### config.mk
export PLATFORM = sky130hd
export DESIGN_NAME = fetch_queue
export DESIGN_NICKNAME = d
export VERILOG_FILES = /design/src/rtl/fetch_queue.sv
export SDC_FILE = /design/constraint.sdc
export NUM_CORES = 1
export LEC_CHECK = 0
export ABC_CLOCK_PERIOD_IN_PS = 5400
export BUFFER_PORTS_ARGS = -buffer_cell sky130_fd_sc_hd__buf_2
export CORE_MARGIN = 5
export CORE_UTILIZATION = 45
export CTS_BUF_LIST = sky130_fd_sc_hd__clkbuf_4 sky130_fd_sc_hd__clkbuf_8
export DETAILED_ROUTE_END_ITERATION = 10
export GPL_TIMING_DRIVEN = 0
export HOLD_SLACK_MARGIN = 0.05
export PLACE_DENSITY_LB_ADDON = 0.15
export SLEW_MARGIN = 15
export SYNTH_ARGS = -nofsm -noshare
export SYNTH_HDL_FRONTEND = slang
export SYNTH_SLANG_ARGS = --single-unit
### constraint.sdc
create_clock -name clk -period 5.4 [get_ports clk]
set_clock_uncertainty 0.1 [all_clocks]
set_input_delay 0.54 -clock clk [delete_from_list [all_inputs] [get_ports clk]]
set_output_delay 0.54 -clock clk [all_outputs]
set_load 0.03 [all_outputs]
### src/rtl/fetch_queue.sv
// Decoupling queue between fetch and decode: a DEPTH-entry circular buffer of
// {PC+4, instruction} pairs. Fetch stalls on full, and a redirect flushes the queue.
module fetch_queue #(
    parameter int DEPTH  = 4,
    parameter int PTR_W  = 2,
    parameter int DATA_W = 32
) (
    input  logic              clk,
    input  logic              reset,
    input  logic              push_valid,
    input  logic [DATA_W-1:0] push_pc4,
    input  logic [DATA_W-1:0] push_instr,
    output logic              full,
    input  logic              pop_ready,
    output logic              pop_valid,
    output logic [DATA_W-1:0] pop_pc4,
    output logic [DATA_W-1:0] pop_instr,
    input  logic              flush,
    output logic [PTR_W:0]    count
);

    localparam logic [PTR_W:0] CNT_MAX = (PTR_W + 1)'(DEPTH);

    logic [2*DATA_W-1:0] mem [DEPTH];
    logic [PTR_W-1:0]    wp;
    logic [PTR_W-1:0]    rp;
    logic                push_fire;
    logic                pop_fire;
    logic [2*DATA_W-1:0] head;

    assign pop_valid = (count != '0);
    assign full      = (count == CNT_MAX);
    assign push_fire = push_valid & ~full & ~flush;
    assign pop_fire  = pop_valid & pop_ready & ~flush;

    // Storage is never reset; entries past rp/wp are unreachable, so stale data is harmless.
    always_ff @(posedge clk) begin
        if (push_fire) begin
            mem[wp] <= {push_pc4, push_instr};
        end
    end

    always_ff @(posedge clk or negedge reset) begin
        if (!reset) begin
            wp    <= '0;
            rp    <= '0;
            count <= '0;
        end else if (flush) begin
            wp    <= '0;
            rp    <= '0;
            count <= '0;
        end else begin
            if (push_fire) begin
                wp <= wp + PTR_W'(1);
            end
            if (pop_fire) begin
                rp <= rp + PTR_W'(1);
            end
            case ({push_fire, pop_fire})
                2'b10:   count <= count + (PTR_W + 1)'(1);
                2'b01:   count <= count - (PTR_W + 1)'(1);
                default: count <= count;
            endcase
        end
    end

    // Head presentation: an empty queue shows decode a nop bubble.
    assign head      = mem[rp];
    assign pop_pc4   = pop_valid ? head[2*DATA_W-1:DATA_W] : '0;
    assign pop_instr = pop_valid ? head[DATA_W-1:0]        : '0;

endmodule

==> results of run 1 <==
[logic make-up (layout without fill, tap and decap cells)]
kind of cell / Yosys count / in the layout / share of synthesized area (%)
AO/OA/AOI/OAI: 16 / 16 / 0.991
flip-flops: 263 / 263 / 76.8
adder cells (fa/ha/maj): 5 / 5 / 0.685
buffers and inverters: 30 / 250 / 1.75
AND/OR/NAND/NOR: 89 / 89 / 5.17
multiplexers: 66 / 66 / 14.3
XOR/XNOR: 3 / 3 / 0.257
[final cells by class]
class                           instances  share of cell area (%)
Multi-Input combinational cell        179                    18.0
Clock buffer                           60                    6.08
Sequential cell                       263                    64.2
Buffer                                 26                    1.34
Tap cell                              285                    2.91
Inverter                                4                   0.123
Clock inverter                         19                   0.888
Timing Repair Buffer                  141                    6.54
[per-layer routing]
metal  vias to the layer above  routed length [um]
li1                       2291                   -
met1                      2556                8080
met2                       170               10300
met3                        41                1610
met4                         8                 338
met5                         -                  42
[worst paths after layout]
kind / from / endpoint / slack [ps] / cells past startpoint
min: push_instr[3] / mem[2][3] / 110 / 1
max in group asynchronous: reset / count[0] / 4700 / 2
max: count[1] / pop_instr[2] / 2410 / 6
min reg2reg: wp[1] / wp[1] / 550 / 2
min in group asynchronous: reset / count[2] / 320 / 2
max reg2reg: count[1] / count[1] / 2680 / 10
[through the flow]
stage / utilization, % / hold WS (ps) / area, um2 / instances
6_report: 54.4 / 113 / 12300 / 977
5_1_grt: 54.4 / 84.1 / 12300 / 977
4_1_cts: 54.4 / 78.0 / 12300 / 977
3_5_place_dp: 50.6 / 296 / 11400 / 897
3_3_place_gp: 50.1 / 292 / 11300 / 893
2_1_floorplan: - / 144 / 10200 / 472
[layout by cell type (no fill, tap or decap), drive strengths merged, types with 2 or more instances in the layout]
master / Yosys / final
buf: 18 / 158
o21ai: 4 / 4
nor2: 11 / 11
inv: 4 / 4
xor2: 2 / 2
clkinvlp: 0 / 2
nand2b: 2 / 2
ha: 4 / 4
mux4: 64 / 64
clkbuf: 8 / 68
nand2: 2 / 2
dfrtp: 7 / 7
edfxtp: 256 / 256
and2: 69 / 69
clkinv: 0 / 16
nor3b: 2 / 2
a21oi: 5 / 5
[timing repair]
item	4_1_cts	5_1_grt
hold buffers	1	0
resized for setup	0	0
endpoints found under the hold margin	7	0
[state kept, by name (all words and copies together) (netlist names)]
| register | count |
|---|---|
| count | 3 |
| wp | 2 |
| mem | 256 |
| rp | 2 |
[worst max-delay path: stages (launching register included)]
cell and delay, ps:
sky130_fd_sc_hd__dfrtp_1 400, sky130_fd_sc_hd__buf_2 180, sky130_fd_sc_hd__or3_4 440, sky130_fd_sc_hd__buf_6 160, sky130_fd_sc_hd__clkbuf_1 220, sky130_fd_sc_hd__and2_1 230
sky130_fd_sc_hd__buf_2 180
[power groups by stage]
stage / clock network (mW) / registers, mW / logic [mW]
6_report: 1.67 / 2.34 / 0.787
3_3_place_gp: 0 / 2.39 / 0.784
4_1_cts: 1.73 / 2.34 / 0.811
5_1_grt: 1.83 / 2.34 / 0.850
2_1_floorplan: 0 / 2.39 / 0.544
3_5_place_dp: 0 / 2.38 / 0.807
==> results.md, run 1 <==
- The number of standard-cell rows in the floorplan is 55.
- The starting utilization of the core area is 45.5%.
- The die covers 25900 um2.
- The hold violation total from the final report is 0.
- In the final design database the tool counted 734 nets.
- The die is 161 um tall.
- The number of DRC violations after detailed routing is 0.
- The first TritonRoute pass finished after 5 iterations.
- The critical path data arrival time is 2350 ps.
- Clock-pin slew was measured on the worst setup and hold paths at 60 ps.
- The initial antenna violation count is 4.
- The proportion of power drawn by combinational gates is between 15 and 20%.
- The internal portion of total power is 3.56 mW.
- The power density of the placed cells is 392 nW/um2.
- In this run the post-CTS setup repair buffer count came out at 0.
- The share of the cycle needed by the critical path after routing is 55.4%.
- The portion of total power attributed to sequential cells is 48.8%.
- The routed layout has 5066 vias.
- The top flip-flop cell by instance count after synthesis is sky130_fd_sc_hd__edfxtp_1.
- After detailed routing, the total wire length is around 20000 um.
- For this run, global-route usage on met2 was measured as 27.1%.
- After global routing the overflow that remains totals 0.
- The maximum operating frequency is 334 MHz.
- For this design the static power due to leakage is 4.30 nW.
- The detailed router finished its first iteration with 268 violations.
- The netlist uses 32 different library cells.
- The met1 track utilization from global routing is roughly a fifth.
- The normalized max-slew margin is 52.4%.
- The post-place setup slack is 2680 ps.
- After synthesis, the cell types taking the most area are sky130_fd_sc_hd__edfxtp_1 75%, sky130_fd_sc_hd__mux4_2 14%, sky130_fd_sc_hd__and2_1 4.2%, sky130_fd_sc_hd__dfrtp_1 1.7%, sky130_fd_sc_hd__buf_6 0.66%.
- The analysis attributes to net switching a power of ~1.2 mW.
- The number of endpoints failing setup at the final stage is 0.
- The number of antenna-violating nets in the routed design is 0.
- For this run, the number of Yosys warnings is 0.
- The biggest area contributor in the post-synthesis netlist is sky130_fd_sc_hd__edfxtp_1.
- The most heavily used metal layer in global routing is met2.
- Buffers inserted during clock tree synthesis total 45.
- For this run, the total global-route usage over all layers was measured as 15.8%.
- The post-synthesis register bit count is 263.
- The clock net sink count is approximately 260.
- The final count of pins violating max slew is 0.
- A synthesized cell averages 21.7 um2.
- The I/O pin count is roughly 140.
- In this run the horizontal extent of the chip is 161 um.
- The synthesized design contains roughly 260 enable-type register cells.
- The deepest clock path buffer count is 3.
- The worst setup slack after layout is 2410 ps.
- For the pin with the worst max-slew slack, the measured transition is approximately 700 ps.
- The nature of the critical path endpoint is an output port.
- The weighted congestion at the end of routability-driven global placement is about 0.77.
- Cells with a size suffix above 1 make up roughly 42% of the layout.
- The via count of the first global-routing pass is between 5k and 6k.
- The total area inside the core boundary comes to 22500 um2.
- Of the total power, the share spent switching nets is 25.7%.
- The most common cell in the netlist is sky130_fd_sc_hd__edfxtp_1.
- In the final routed layout, each cell accounts on average for 20.8 um.
- STA classifies the critical path startpoint as a register.
- The sequential cell area is roughly 8000 um2.
- Setup repair after global routing left no endpoint under its margin.
- The root buffer cell chosen for the clock tree is sky130_fd_sc_hd__clkbuf_8.
- The portion of synthesized cell area occupied by the leading cell type is about three quarters.
- Summing internal, switching and leakage power gives between 4 and 5 mW.
- The first-pass GRT wire length is 31500 um.
- The class of the tightest hold or removal check is input pin to register.
- The area of the mapped netlist is 10200 um2.
- The worst-case IR drop observed on VDD is roughly 210 uV.
- In the global route stage, met3 resource usage came out at 5.03%.
- TritonCTS built the clock tree.
- The kind of critical path is register to output port.
- The multi-input gate area in the final layout is 2200 um2.
- The half-perimeter wire length after detailed placement is 12600 um.
- The H-tree generated during clock tree synthesis spans 2 levels.
- The shortest period the worst path allows is 2990 ps.
- The maximum net fanout on the critical path is 10.
- The clock share of power is between 30% and 40%.
- Of all flip-flops after synthesis, the portion carrying an async set or reset was 2.66%.
- The worst endpoint required time is around 4800 ps.
- The antenna cell count is 0.
- Entering global routing, the biggest net connects 44 pins.
- Setup total negative slack on the finished layout was measured at 0 ps.
- After technology mapping, the gate count stands at between 400 and 500.
- The number of nets handed over by synthesis was 546.
- The area growth from synthesis to layout is 19.8%.
- Summing the sequential cell areas from Yosys gives 76.8% of the chip area.
- By count the netlist is led by 256 x sky130_fd_sc_hd__edfxtp_1, 69 x sky130_fd_sc_hd__and2_1, 64 x sky130_fd_sc_hd__mux4_2, 11 x sky130_fd_sc_hd__nor2_1.
- The max-cap check violation count is 0.
- The insertion delay to the later sink of the worst-skew pair is roughly 530 ps.
- The number of fill cells in the layout is 1800.
- The number of vias per cell is 5.19.
- The flow ran to the end, and the final reports show no timing, DRC or antenna violations.
- Buffers placed on the I/O ports in this run total about 140.
Note: power is estimated with default switching activity, not from simulation.
==> run 2: changes to the inputs <==
--- a/config.mk
+++ b/config.mk
@@ -5,7 +5,7 @@
 export SDC_FILE = /design/constraint.sdc
 export NUM_CORES = 1
 export LEC_CHECK = 0
-export ABC_CLOCK_PERIOD_IN_PS = 5400
+export ABC_CLOCK_PERIOD_IN_PS = 2700
 export BUFFER_PORTS_ARGS = -buffer_cell sky130_fd_sc_hd__buf_2
 export CORE_MARGIN = 5
 export CORE_UTILIZATION = 45
==> constraint.sdc (replaced) <==
create_clock -name clk -period 2.7 [get_ports clk]
set_clock_uncertainty 0.1 [all_clocks]
set_input_delay 0.27 -clock clk [delete_from_list [all_inputs] [get_ports clk]]
set_output_delay 0.27 -clock clk [all_outputs]
set_load 0.03 [all_outputs]
==> results.md, run 2 (synthesis results as in run 1) <==
- The routed design could run at a clock period as short as 2560 ps.
- Setup repair after global routing left no endpoint under its margin.
- The post-route core utilization is 57.7%.
- With fillers left out, the area of the finished cells amounts to 13000 um2.
- The tree is rooted in a sky130_fd_sc_hd__clkbuf_8.
- Once detailed placement completed, the half-perimeter wirelength came to 12100 um.
- The hold violation total from the final report is 0.
- The via count of the first global-routing pass was around 6.0k.
- The number of antenna-violating nets in the routed design is 0.
- The startpoint of the worst register-to-register path is count[2].
- The worst setup slack after layout is 140 ps.
- The number of vias per cell is 5.13.
- The number of endpoints failing setup at the final stage is 0.
- VDD sags by at most 444 uV.
- For this block, the initial DRC count from the detailed router was 268.
- The share of the cycle needed by the critical path after routing is 94.8%.
- The final count of pins violating max slew is 0.
- The largest net degree at the start of global routing is 38.
- The routed design has 20800 um of wire.
- The launch point of the worst hold path is flush.
- The overall overflow remaining after global route is 0.
- The critical path data arrival time is 2190 ps.
- The number of flip-flops under the largest register name is 256.
- The insertion delay to the later sink of the worst-skew pair is 520 ps.
- The antenna cell count is 0.
- Counting the buffers created by CTS gives 43.
- The I/O pin count is 138.
- TritonCTS built the clock tree.
- In this run the worst path has a maximum fanout of 10.
- The count of input and output buffers is 136.
- The area inside the core boundary is 22500 um2.
- For this design the static power due to leakage is about 4.6 nW.
- The run finished with clean final reports.
- Timing analysis after detailed placement gives a worst setup slack of -163 ps.
- The normalized max-slew margin is 54.3%.
- The floorplan has 55 rows.
- The initial antenna violation count is 0.
- Ranked by flip-flop count, first place goes to mem.
- The number of DRC violations after detailed routing is 0.
- In this run the cell area measured after placement is 11400 um2.
- The largest registers in the layout are mem: 256 flops, count: 3 flops.
- STA classifies the critical path startpoint as a register.
- The longest clock path from root to sink contains 3 buffers.
- The worst hold path stage count is 2.
- The first-pass GRT wire length is 32600 um.
- Measured along the y axis, the die boundary spans ~160 um.
- The minimum setup slack among reg-to-reg paths is 150 ps.
- The number of nets in the finished design is 800.
- The nature of the critical path endpoint is an output port.
- The transition at the pin with the smallest max-transition slack is a little under 700 ps.
- The capture endpoint of the worst hold path is count[1].
- The clock transition at the registers of the reported paths is 60 ps.
- The floorplan step defined a die boundary enclosing approximately 26000 um2.
- The class of the tightest hold or removal check is input pin to register.
- In this run the number of H-tree levels came out at 2.
- The via count of the routed design is 5346.
- The clock net sink count is 263.
- The layout cell share with drive strength beyond 1 is 40.1%.
- Across all hold checks on the routed design, the worst slack comes to approximately 130 ps.
- The number of fill cells in the layout is between 1.5k and 2k.
- The width of the chip is 161 um.
- The number of cells on the worst reg-to-reg path is 9.
- The setup path with the least slack is of type register to output port.
- STA puts the critical path data required time at roughly 2300 ps.
- In the layout the commonest cells are 256 x sky130_fd_sc_hd__edfxtp_1, 143 x sky130_fd_sc_hd__buf_2, 69 x sky130_fd_sc_hd__dlygate4sd3_1.
- The average wire per standard cell is between 15 and 20 um.
- The maximum operating frequency is 391 MHz.
- Relative to the synthesized area, the layout overhead comes to 26.8%.
- In this run the critical register-to-register path is captured at count[1].
- Routability-driven placement finished with a final weighted congestion of 0.806.
- Before antenna repair, the detailed router went through 4 iterations.
- The sequential cell area is 7870 um2.
- The global routing usage summed across all routing layers is approximately 16%.
- Summing all multi-input logic gate instances after layout gives between 2000 and 2500 um2.
- The tool flagged a number of max-cap violations equal to 0.
- The library cell used most frequently in the layout, excluding fill and tap cells, is sky130_fd_sc_hd__edfxtp_1.
- The starting utilization of the core area is 45.5%.
- For this design the ratio of total power to cell area is 748 nW/um2.
run 2: power breakdown:
part | switching, mW | leakage (nW) | internal, mW
logic | 0.990 | 1.75 | 0.693
clock network | 1.45 | 0.455 | 1.90
registers | 0.0453 | 2.41 | 4.64
run 2: worst max-delay path by stage:
stage,from,endpoint,slack [ps],cells past startpoint
6_report,count[2],pop_instr[22],140,5
5_1_grt,rp[1],pop_instr[24],10,4
4_1_cts,count[1],count[1],-0.6,10
3_5_place_dp,count[1],count[1],-160,10
3_3_place_gp,count[2],mem[0][14],-300,5
2_1_floorplan,count[1],count[1],30,10
run 2: cell type report:
class / count / area share [%]
multi-input cells: 180 / 17.1
plain buffers: 24 / 1.42
repair buffers: 210 / 11.5
well taps: 285 / 2.75
clock inverters: 14 / 0.656
inverters: 4 / 0.116
flip-flops and latches: 263 / 60.6
clock buffers: 63 / 5.86
run 2: critical path, cell delays in order, from the launching register on:
cell and delay, ps:
sky130_fd_sc_hd__dfrtp_1 380, sky130_fd_sc_hd__buf_6 140, sky130_fd_sc_hd__or3_4 440, sky130_fd_sc_hd__clkbuf_1 270, sky130_fd_sc_hd__and2_1 240, sky130_fd_sc_hd__buf_2 180
run 2: metal layers:
| metal | GRT usage [%] | routed length, um | up-vias |
|---|---|---|---|
| met5 | 0 | 0 | - |
| met2 | 27.0 | 10200 | 165 |
| li1 | - | - | 2426 |
| met4 | 4.65 | 458 | 0 |
| met1 | 21.1 | 8770 | 2710 |
| met3 | 4.26 | 1360 | 45 |
run 2: repair_timing:
| action | 4_1_cts | 5_1_grt |
|---|---|---|
| buffers inserted | 1 | 0 |
| pin swaps | 1 | 3 |
| cloned | 0 | 1 |
| hold buffers | 69 | 0 |
| setup endpoints to repair | 32 | 31 |
| resized for setup | 6 | 12 |
| endpoints found under the hold margin | 265 | 0 |
run 2: through the flow:
step	TNS, ps	power (mW)	cells
finish	0	9.71	1043
global route	0	10.2	1043
CTS	-0.629	9.86	1044
detailed placement	-163	6.38	897
global placement	-75690	6.33	893
floorplan	0	5.85	472
